File: src/rtl/ahb_pkg.sv
// Shared AHB-Lite types and constants for bus masters.
// Also holds the generic-bus bridge state encoding.
package ahb_pkg;

    typedef enum logic [1:0] {
        HTRANS_IDLE   = 2'b00,
        HTRANS_BUSY   = 2'b01,
        HTRANS_NONSEQ = 2'b10,
        HTRANS_SEQ    = 2'b11
    } htrans_t;

    typedef enum logic [2:0] {
        HSIZE_BYTE = 3'b000,
        HSIZE_HALF = 3'b001,
        HSIZE_WORD = 3'b010
    } hsize_t;

    typedef enum logic [2:0] {
        HBURST_SINGLE = 3'b000,
        HBURST_INCR   = 3'b001,
        HBURST_WRAP4  = 3'b010,
        HBURST_INCR4  = 3'b011
    } hburst_t;

    localparam logic HRESP_OKAY  = 1'b0;
    localparam logic HRESP_ERROR = 1'b1;

    typedef enum logic [1:0] {
        ST_IDLE = 2'b00,
        ST_ADDR = 2'b01,
        ST_DATA = 2'b10,
        ST_DONE = 2'b11
    } bridge_state_t;

endpackage

File: src/rtl/ahb_size_decode.sv
// Byte-lane enable to AHB transfer size and low address bits.
// Irregular lane patterns fall back to a full aligned word.
module ahb_size_decode
    import ahb_pkg::*;
(
    input  logic [3:0] byte_en,
    output logic [2:0] hsize,
    output logic [1:0] offset
);

    // Map each legal lane pattern to its natural size and offset
    always_comb begin
        hsize  = HSIZE_WORD;
        offset = 2'b00;
        unique case (byte_en)
            4'b1111: begin hsize = HSIZE_WORD; offset = 2'b00; end
            4'b0011: begin hsize = HSIZE_HALF; offset = 2'b00; end
            4'b1100: begin hsize = HSIZE_HALF; offset = 2'b10; end
            4'b0001: begin hsize = HSIZE_BYTE; offset = 2'b00; end
            4'b0010: begin hsize = HSIZE_BYTE; offset = 2'b01; end
            4'b0100: begin hsize = HSIZE_BYTE; offset = 2'b10; end
            4'b1000: begin hsize = HSIZE_BYTE; offset = 2'b11; end
            default: begin hsize = HSIZE_WORD; offset = 2'b00; end
        endcase
    end

endmodule

File: src/rtl/generic_bus_ahb_master.sv
// Generic ren/wen/busy bus to AHB-Lite master bridge.
// One held request becomes one non-pipelined SINGLE transfer.
module generic_bus_ahb_master
    import ahb_pkg::*;
#(
    parameter int          ADDR_WIDTH = 32,
    parameter int          DATA_WIDTH = 32,
    parameter logic [3:0]  HPROT_VAL  = 4'b0011
)
(
    input  logic                  CLK,
    input  logic                  RST,
    input  logic [ADDR_WIDTH-1:0] addr,
    input  logic [DATA_WIDTH-1:0] wdata,
    input  logic [3:0]            byte_en,
    input  logic                  ren,
    input  logic                  wen,
    output logic [DATA_WIDTH-1:0] rdata,
    output logic                  busy,
    output logic                  bus_error,
    output logic [ADDR_WIDTH-1:0] HADDR,
    output logic                  HWRITE,
    output logic [1:0]            HTRANS,
    output logic [2:0]            HSIZE,
    output logic [2:0]            HBURST,
    output logic [3:0]            HPROT,
    output logic                  HMASTLOCK,
    output logic [DATA_WIDTH-1:0] HWDATA,
    input  logic [DATA_WIDTH-1:0] HRDATA,
    input  logic                  HREADY,
    input  logic                  HRESP
);

    bridge_state_t         state;
    bridge_state_t         next_state;

    logic [2:0]            dec_hsize;
    logic [1:0]            dec_offset;

    logic [ADDR_WIDTH-1:0] haddr_q;
    logic                  hwrite_q;
    logic [2:0]            hsize_q;
    logic [DATA_WIDTH-1:0] wdata_q;
    logic [DATA_WIDTH-1:0] rdata_q;
    logic                  error_q;

    logic                  req;
    logic                  capture;
    logic                  data_done;
    logic [1:0]            htrans_c;
    logic                  busy_c;
    logic                  bus_error_c;

    // Low address bits come from the lane decode instead
    logic                  addr_lsb_unused;
    assign addr_lsb_unused = ^addr[1:0];

    assign req       = ren | wen;
    assign capture   = (state == ST_IDLE) && req;
    assign data_done = (state == ST_DATA) && HREADY;

    ahb_size_decode u_size_decode (
        .byte_en (byte_en),
        .hsize   (dec_hsize),
        .offset  (dec_offset)
    );

    // State register
    always_ff @(posedge CLK or posedge RST) begin
        if (RST) begin
            state <= ST_IDLE;
        end else begin
            state <= next_state;
        end
    end

    // Next-state: DONE never samples the request, so a request
    // changed in the busy-low cycle is only seen back in IDLE
    always_comb begin
        next_state = state;
        unique case (state)
            ST_IDLE: if (req)    next_state = ST_ADDR;
            ST_ADDR: if (HREADY) next_state = ST_DATA;
            ST_DATA: if (HREADY) next_state = ST_DONE;
            ST_DONE:             next_state = ST_IDLE;
            default:             next_state = ST_IDLE;
        endcase
    end

    // Outputs decoded from state; NONSEQ only in the address phase
    always_comb begin
        htrans_c    = HTRANS_IDLE;
        busy_c      = 1'b1;
        bus_error_c = 1'b0;
        unique case (state)
            ST_IDLE: ;
            ST_ADDR: htrans_c = HTRANS_NONSEQ;
            ST_DATA: ;
            ST_DONE: begin
                busy_c      = 1'b0;
                bus_error_c = error_q;
            end
            default: ;
        endcase
    end

    // Request capture: address-phase values held until HREADY
    always_ff @(posedge CLK or posedge RST) begin
        if (RST) begin
            haddr_q  <= '0;
            hwrite_q <= 1'b0;
            hsize_q  <= HSIZE_WORD;
            wdata_q  <= '0;
        end else if (capture) begin
            haddr_q  <= {addr[ADDR_WIDTH-1:2], dec_offset};
            hwrite_q <= wen;
            hsize_q  <= dec_hsize;
            wdata_q  <= wdata;
        end
    end

    // Data-phase completion: read data and error status
    always_ff @(posedge CLK or posedge RST) begin
        if (RST) begin
            rdata_q <= '0;
            error_q <= 1'b0;
        end else if (data_done) begin
            if (hwrite_q || (HRESP == HRESP_ERROR)) begin
                rdata_q <= '0;
            end else begin
                rdata_q <= HRDATA;
            end
            error_q <= (HRESP != HRESP_OKAY);
        end
    end

    assign rdata     = rdata_q;
    assign busy      = busy_c;
    assign bus_error = bus_error_c;

    assign HADDR     = haddr_q;
    assign HWRITE    = hwrite_q;
    assign HTRANS    = htrans_c;
    assign HSIZE     = hsize_q;
    assign HBURST    = HBURST_SINGLE;
    assign HPROT     = HPROT_VAL;
    assign HMASTLOCK = 1'b0;
    assign HWDATA    = wdata_q;

endmodule

File: config.mk
export PLATFORM = sky130hd
export DESIGN_NAME = generic_bus_ahb_master
export DESIGN_NICKNAME = d
export VERILOG_FILES = /design/src/rtl/ahb_pkg.sv /design/src/rtl/ahb_size_decode.sv /design/src/rtl/generic_bus_ahb_master.sv
export SDC_FILE = /design/constraint.sdc
export NUM_CORES = 1
export LEC_CHECK = 0
export ABC_AREA = 1
export CAP_MARGIN = 20
export CORE_MARGIN = 2
export CORE_UTILIZATION = 51
export DETAILED_ROUTE_END_ITERATION = 16
export DONT_BUFFER_PORTS = 1
export PLACE_DENSITY = 0.71
export REMOVE_ABC_BUFFERS = 1
export SYNTH_ARGS = -nofsm -noshare
export SYNTH_HDL_FRONTEND = slang
export SYNTH_HIERARCHICAL = 1
export SYNTH_SLANG_ARGS = --single-unit
File: constraint.sdc
create_clock -name CLK -period 4.5 [get_ports CLK]
set_input_delay 0.9 -clock CLK [delete_from_list [all_inputs] [get_ports CLK]]
set_output_delay 0.9 -clock CLK [all_outputs]
set_load 0.02 [all_outputs]
# After elaboration in Yosys (flattened, before gate mapping)
# Cells that the tools add are included.
dict set report totals {
  regBits 103
  in_bits 106
  output_inout_bits 112
  word_cells 38
}
dict set report op_classes {
  n_eq_ne 12
  muxes 10
  bitwise 1
  reduce_logical 8
}
# op count
set ops {}
lappend ops {{$mux 32} 1}
lappend ops {{$eq 4x2->1 const B} 2}
lappend ops {{$eq 4x4->1 const B} 2}
lappend ops {{$mux 2} 4}
lappend ops {{$pmux 2 s4} 1}
lappend ops {{$ne 2x2->1 const B} 3}
lappend ops {{$pmux 2 s3} 1}
lappend ops {{$eq 2x2->1 const B} 2}
lappend ops {{$eq 4x1->1 const B} 1}
lappend ops {{$eq 4x3->1 const B} 1}
lappend ops {{$pmux 2 s2} 1}
lappend ops {{$reduce_or 2->1} 2}
lappend ops {{$reduce_or 4->1} 1}
lappend ops {{$reduce_and 3->1} 1}
lappend ops {{$eq 2x1->1 const B} 1}
lappend ops {{$logic_and 1x1->1} 2}
lappend ops {{$logic_not 2->1} 1}
lappend ops {{$mux 1} 2}
lappend ops {{$logic_or 1x1->1} 1}
lappend ops {{$or 1x1->1} 1}

# Logic depth before layout (Yosys ltp)
dict set report logic_depth {
  depth_word 3
  depth_mapped 7
}

# Modules after synthesis
# Netlist, hierarchy kept.
# module instances cells_per_inst area_per_inst_um2 seq_area_each_um2
set by_module_without_submodules {}
lappend by_module_without_submodules {generic_bus_ahb_master 1 466 4209.0 2578.7}
lappend by_module_without_submodules {ahb_size_decode 1 26 103.8 0.0}

# Worst setup path before layout
# No wires, ideal clock.
dict set report synth_timing {
  path_kind {flip-flop to output port}
  from {reg state[0]}
  to {out busy}
  t_arrival_ns 0.737
  path_slack_ns 2.863
  stages_incl_launch_ff 3
  path_cell_list {dfrtp_1 > ha_1 > inv_1}
}
dict set report synth_via {
  elab_chain_cells 2
}
# item line
set synth_rtl {}
lappend synth_rtl {{start, declared} generic_bus_ahb_master.sv:34} ;# bridge_state_t state;
lappend synth_rtl {{start signal, assigned} generic_bus_ahb_master.sv:73} ;# state <= next_state;
lappend synth_rtl {{$eq 2x2->1} generic_bus_ahb_master.sv:95} ;# unique case (state)
lappend synth_rtl {{$mux 1} generic_bus_ahb_master.sv:95}
lappend synth_rtl {{end, declared} generic_bus_ahb_master.sv:19} ;# output logic busy,
# Every way passes these cells.

# Worst setup path in the final report
dict set report layout_timing {
  from {reg state[0]}
  to {reg rdata_q[30], in the netlist rdata[30]}
}
dict set report layout_via {
  elab_chain_cells 2
}
# item line
set layout_rtl {}
lappend layout_rtl {{$eq 2x2->1} generic_bus_ahb_master.sv:60} ;# assign data_done = (state == ST_DATA) && HREADY;
lappend layout_rtl {{$logic_and 1x1->1} generic_bus_ahb_master.sv:60}
lappend layout_rtl {{end signal, assigned} generic_bus_ahb_master.sv:125} ;# rdata_q <= '0;
lappend layout_rtl {{end signal, assigned} generic_bus_ahb_master.sv:129} ;# rdata_q <= '0;
lappend layout_rtl {{end signal, assigned} generic_bus_ahb_master.sv:131} ;# rdata_q <= HRDATA;
lappend layout_rtl {{end, declared} generic_bus_ahb_master.sv:44} ;# logic [DATA_WIDTH-1:0] rdata_q;
# Every way passes these cells.
# A chain may end at the register's enable or synchronous reset.

==> out/qor.csv <==
metric;value;unit
Finished Cell Area;4546;µm²
Core Area;8217;µm²
Netlist cell types;19;
Die X;95.96;µm
Routed WL;8.883;mm
TNS Setup;0;ns
Mean Syn Cell Area;8.766;µm²
clk_lat worst skew;0.36;ns
Max Cap Viol;0;
minimum clock period;2.162;ns
CP endpoint kind;flop;
Tot GR Track Use;0.1879;
Final nets;592;
initial antenna violation count;0;
first-pass GRT wire length;13.09;mm
hold_buf cts;0;
Max Slew Vio Count;0;
Tot Pwr;3.643;mW
Clock transition at path regs;0.10;ns
num rows;33;
Final Hold Fails;0;
Num CTS Buffers;9;
worst-path fanout max;34;
dpl cells;574;
most frequent cell after synthesis;nand2_1;
top cells by area, synth;dfrtp_1 (59%), nand2_1 (14%), inv_1 (6.9%);
H-tree Lvls;3;
number of remaining DRC errors;0;
root buffer cell;clkbuf_8;
die height;95.96;µm
Post-synth EDFFs;0;
Yosys top cell by area;dfrtp_1;
Synth Warn #;6;
Max Clk Rate;462.6;MHz
clk buf depth;2;
Filler cells;738;
Vias/cell;5.005;
setup ws final;2.338;ns
Worst Skew;0.01188;ns
Worst EP arrival;2.45;ns
part of the Yosys area used for sequential elements;0.5979;
Synth top area share;0.5918;
DP Area;4280;µm²
CTS tree;yes;
DR vias;2963;
Syn Inst Count;492;
clock tree sinks;103;
WS Path Type;reg -> reg;
setup repair bufs after CTS;0;
layout cells sized above 1;0.05339;
pwr dens;801.5;nW/µm²
measured slew at the worst slew-check pin;0.9652;ns
Port Buf Inserts;0;
status;complete, no violations;
# resized after CTS;0;
largest net degree at the start of global routing;134;
Post-synth top cells;nand2_1 (157), dfrtp_1 (102), inv_1 (79);
final cell count without fillers;592;
gr ovfl total;0;
DRT Pass-1 Iters;4;
Post-synth ARST share;1.000;
Starting Density;0.5249;
Yosys reg bits;103;
unrepaired setup endpoints after global routing;false;
top_reg_cell synth;dfrtp_1;
average wire per standard cell;15.01;µm
pre-CTS setup slack;2.111;ns
Placer Congestion;0.7588;
Top-Level Pins;218;
ant diodes;0;
Slew headroom;0.3558;
dpl hpwl;6.342;mm
synthesis-to-layout area growth;5.396;%
Post-Syn Area;4313;µm²
Post-DRT Antenna Nets;0;
LEAKAGE;2.537;nW
worst hold path class;reg -> reg;
Detailed Route Iter0 Violations;89;
vias in the first global route;2800;
fin crit share;0.4804;
Worst setup SP type;flop;
Data required, critical path;4.79;ns
# setup viols final;0;
Die Area;9208;µm²
worst vdd ir;314.1;µV
[layer usage]
layer  vias to the layer above  GRT usage  share of wire
met4                         0    0.07500          0.020
met2                       173     0.3030           0.45
met5                         -          0              0
li1                       1453          -              -
met3                        20     0.1002           0.14
met1                      1317     0.2088           0.39
[worst paths after layout]
check	startpoint	slack [ns]	endpoint	depth (start not counted)
setup / recovery	state[0]	2.34	rdata[30]	7
hold / removal	error_q	0.50	error_q	2
setup reg to reg	state[0]	2.34	rdata[30]	7
hold reg to reg	error_q	0.50	error_q	2
max in group asynchronous	RST	2.92	HSIZE[1]	2
min in group asynchronous	RST	0.63	error_q	1
[where the power goes]
| part | leakage (nW) | internal [mW] | total (mW) | switching (mW) |
|---|---|---|---|---|
| combinational | 1.12 | 0.294 | 0.815 | 0.520 |
| clock | 0.110 | 0.329 | 0.634 | 0.305 |
| sequential | 1.31 | 1.36 | 2.19 | 0.839 |
[layout by cell type, fill, tap and decap left out, types with 2 or more instances in the layout]
cell	instances
buf_4	3
bufinv_16	2
clkbuf_8	10
conb_1	10
dfrtp_1	102
ha_1	4
inv_1	78
nand2_1	157
nand3_1	34
nor2_1	6
nor2_2	2
o21ai_0	18
o21ai_1	50
[logic make-up (layout without fill, tap and decap cells)]
kind of cell | count (synthesis) | in the layout | share of synthesized area
other cells | 3 | 10 | 0.002611
buf+inv | 113 | 101 | 0.1201
compound gates | 69 | 69 | 0.08268
simple gates | 200 | 200 | 0.1851
fa+ha+maj | 4 | 4 | 0.01160
flops | 103 | 103 | 0.5979
[cell type report]
type	count	area, µm²	area share
inverters	80	302.8	0.06661
clock inverters	5	81.33	0.01789
flip-flops and latches	103	2579	0.5673
repair buffers	5	65.06	0.01431
multi-input cells	283	1245	0.2739
well taps	105	131.4	0.02890
clock buffers	11	141.4	0.03110
[state kept, by name, indices dropped and copies added, names as in the netlist]
signal,flops
HSIZE,3
state,2
HADDR,32
HWDATA,32
HWRITE,1
rdata,32
error_q,1
[stage by stage]
stage                       util  hold slack (ns)
final                     0.5532           0.4987
after global routing      0.5532           0.5073
after CTS                 0.5480           0.4997
after detailed placement  0.5209           0.4756
after global placement    0.5209           0.4693
after floorplan                -           0.4492
[worst max-delay path, cell delays in order, from the launching register on]
cell and delay (ns):
dfrtp_1 0.43, inv_1 0.10, ha_1 0.18, nand2_1 0.05, buf_4 0.23, inv_1 0.74, nand3_1 0.21, nand2_1 0.13
(Power assumes the default switching activity.)
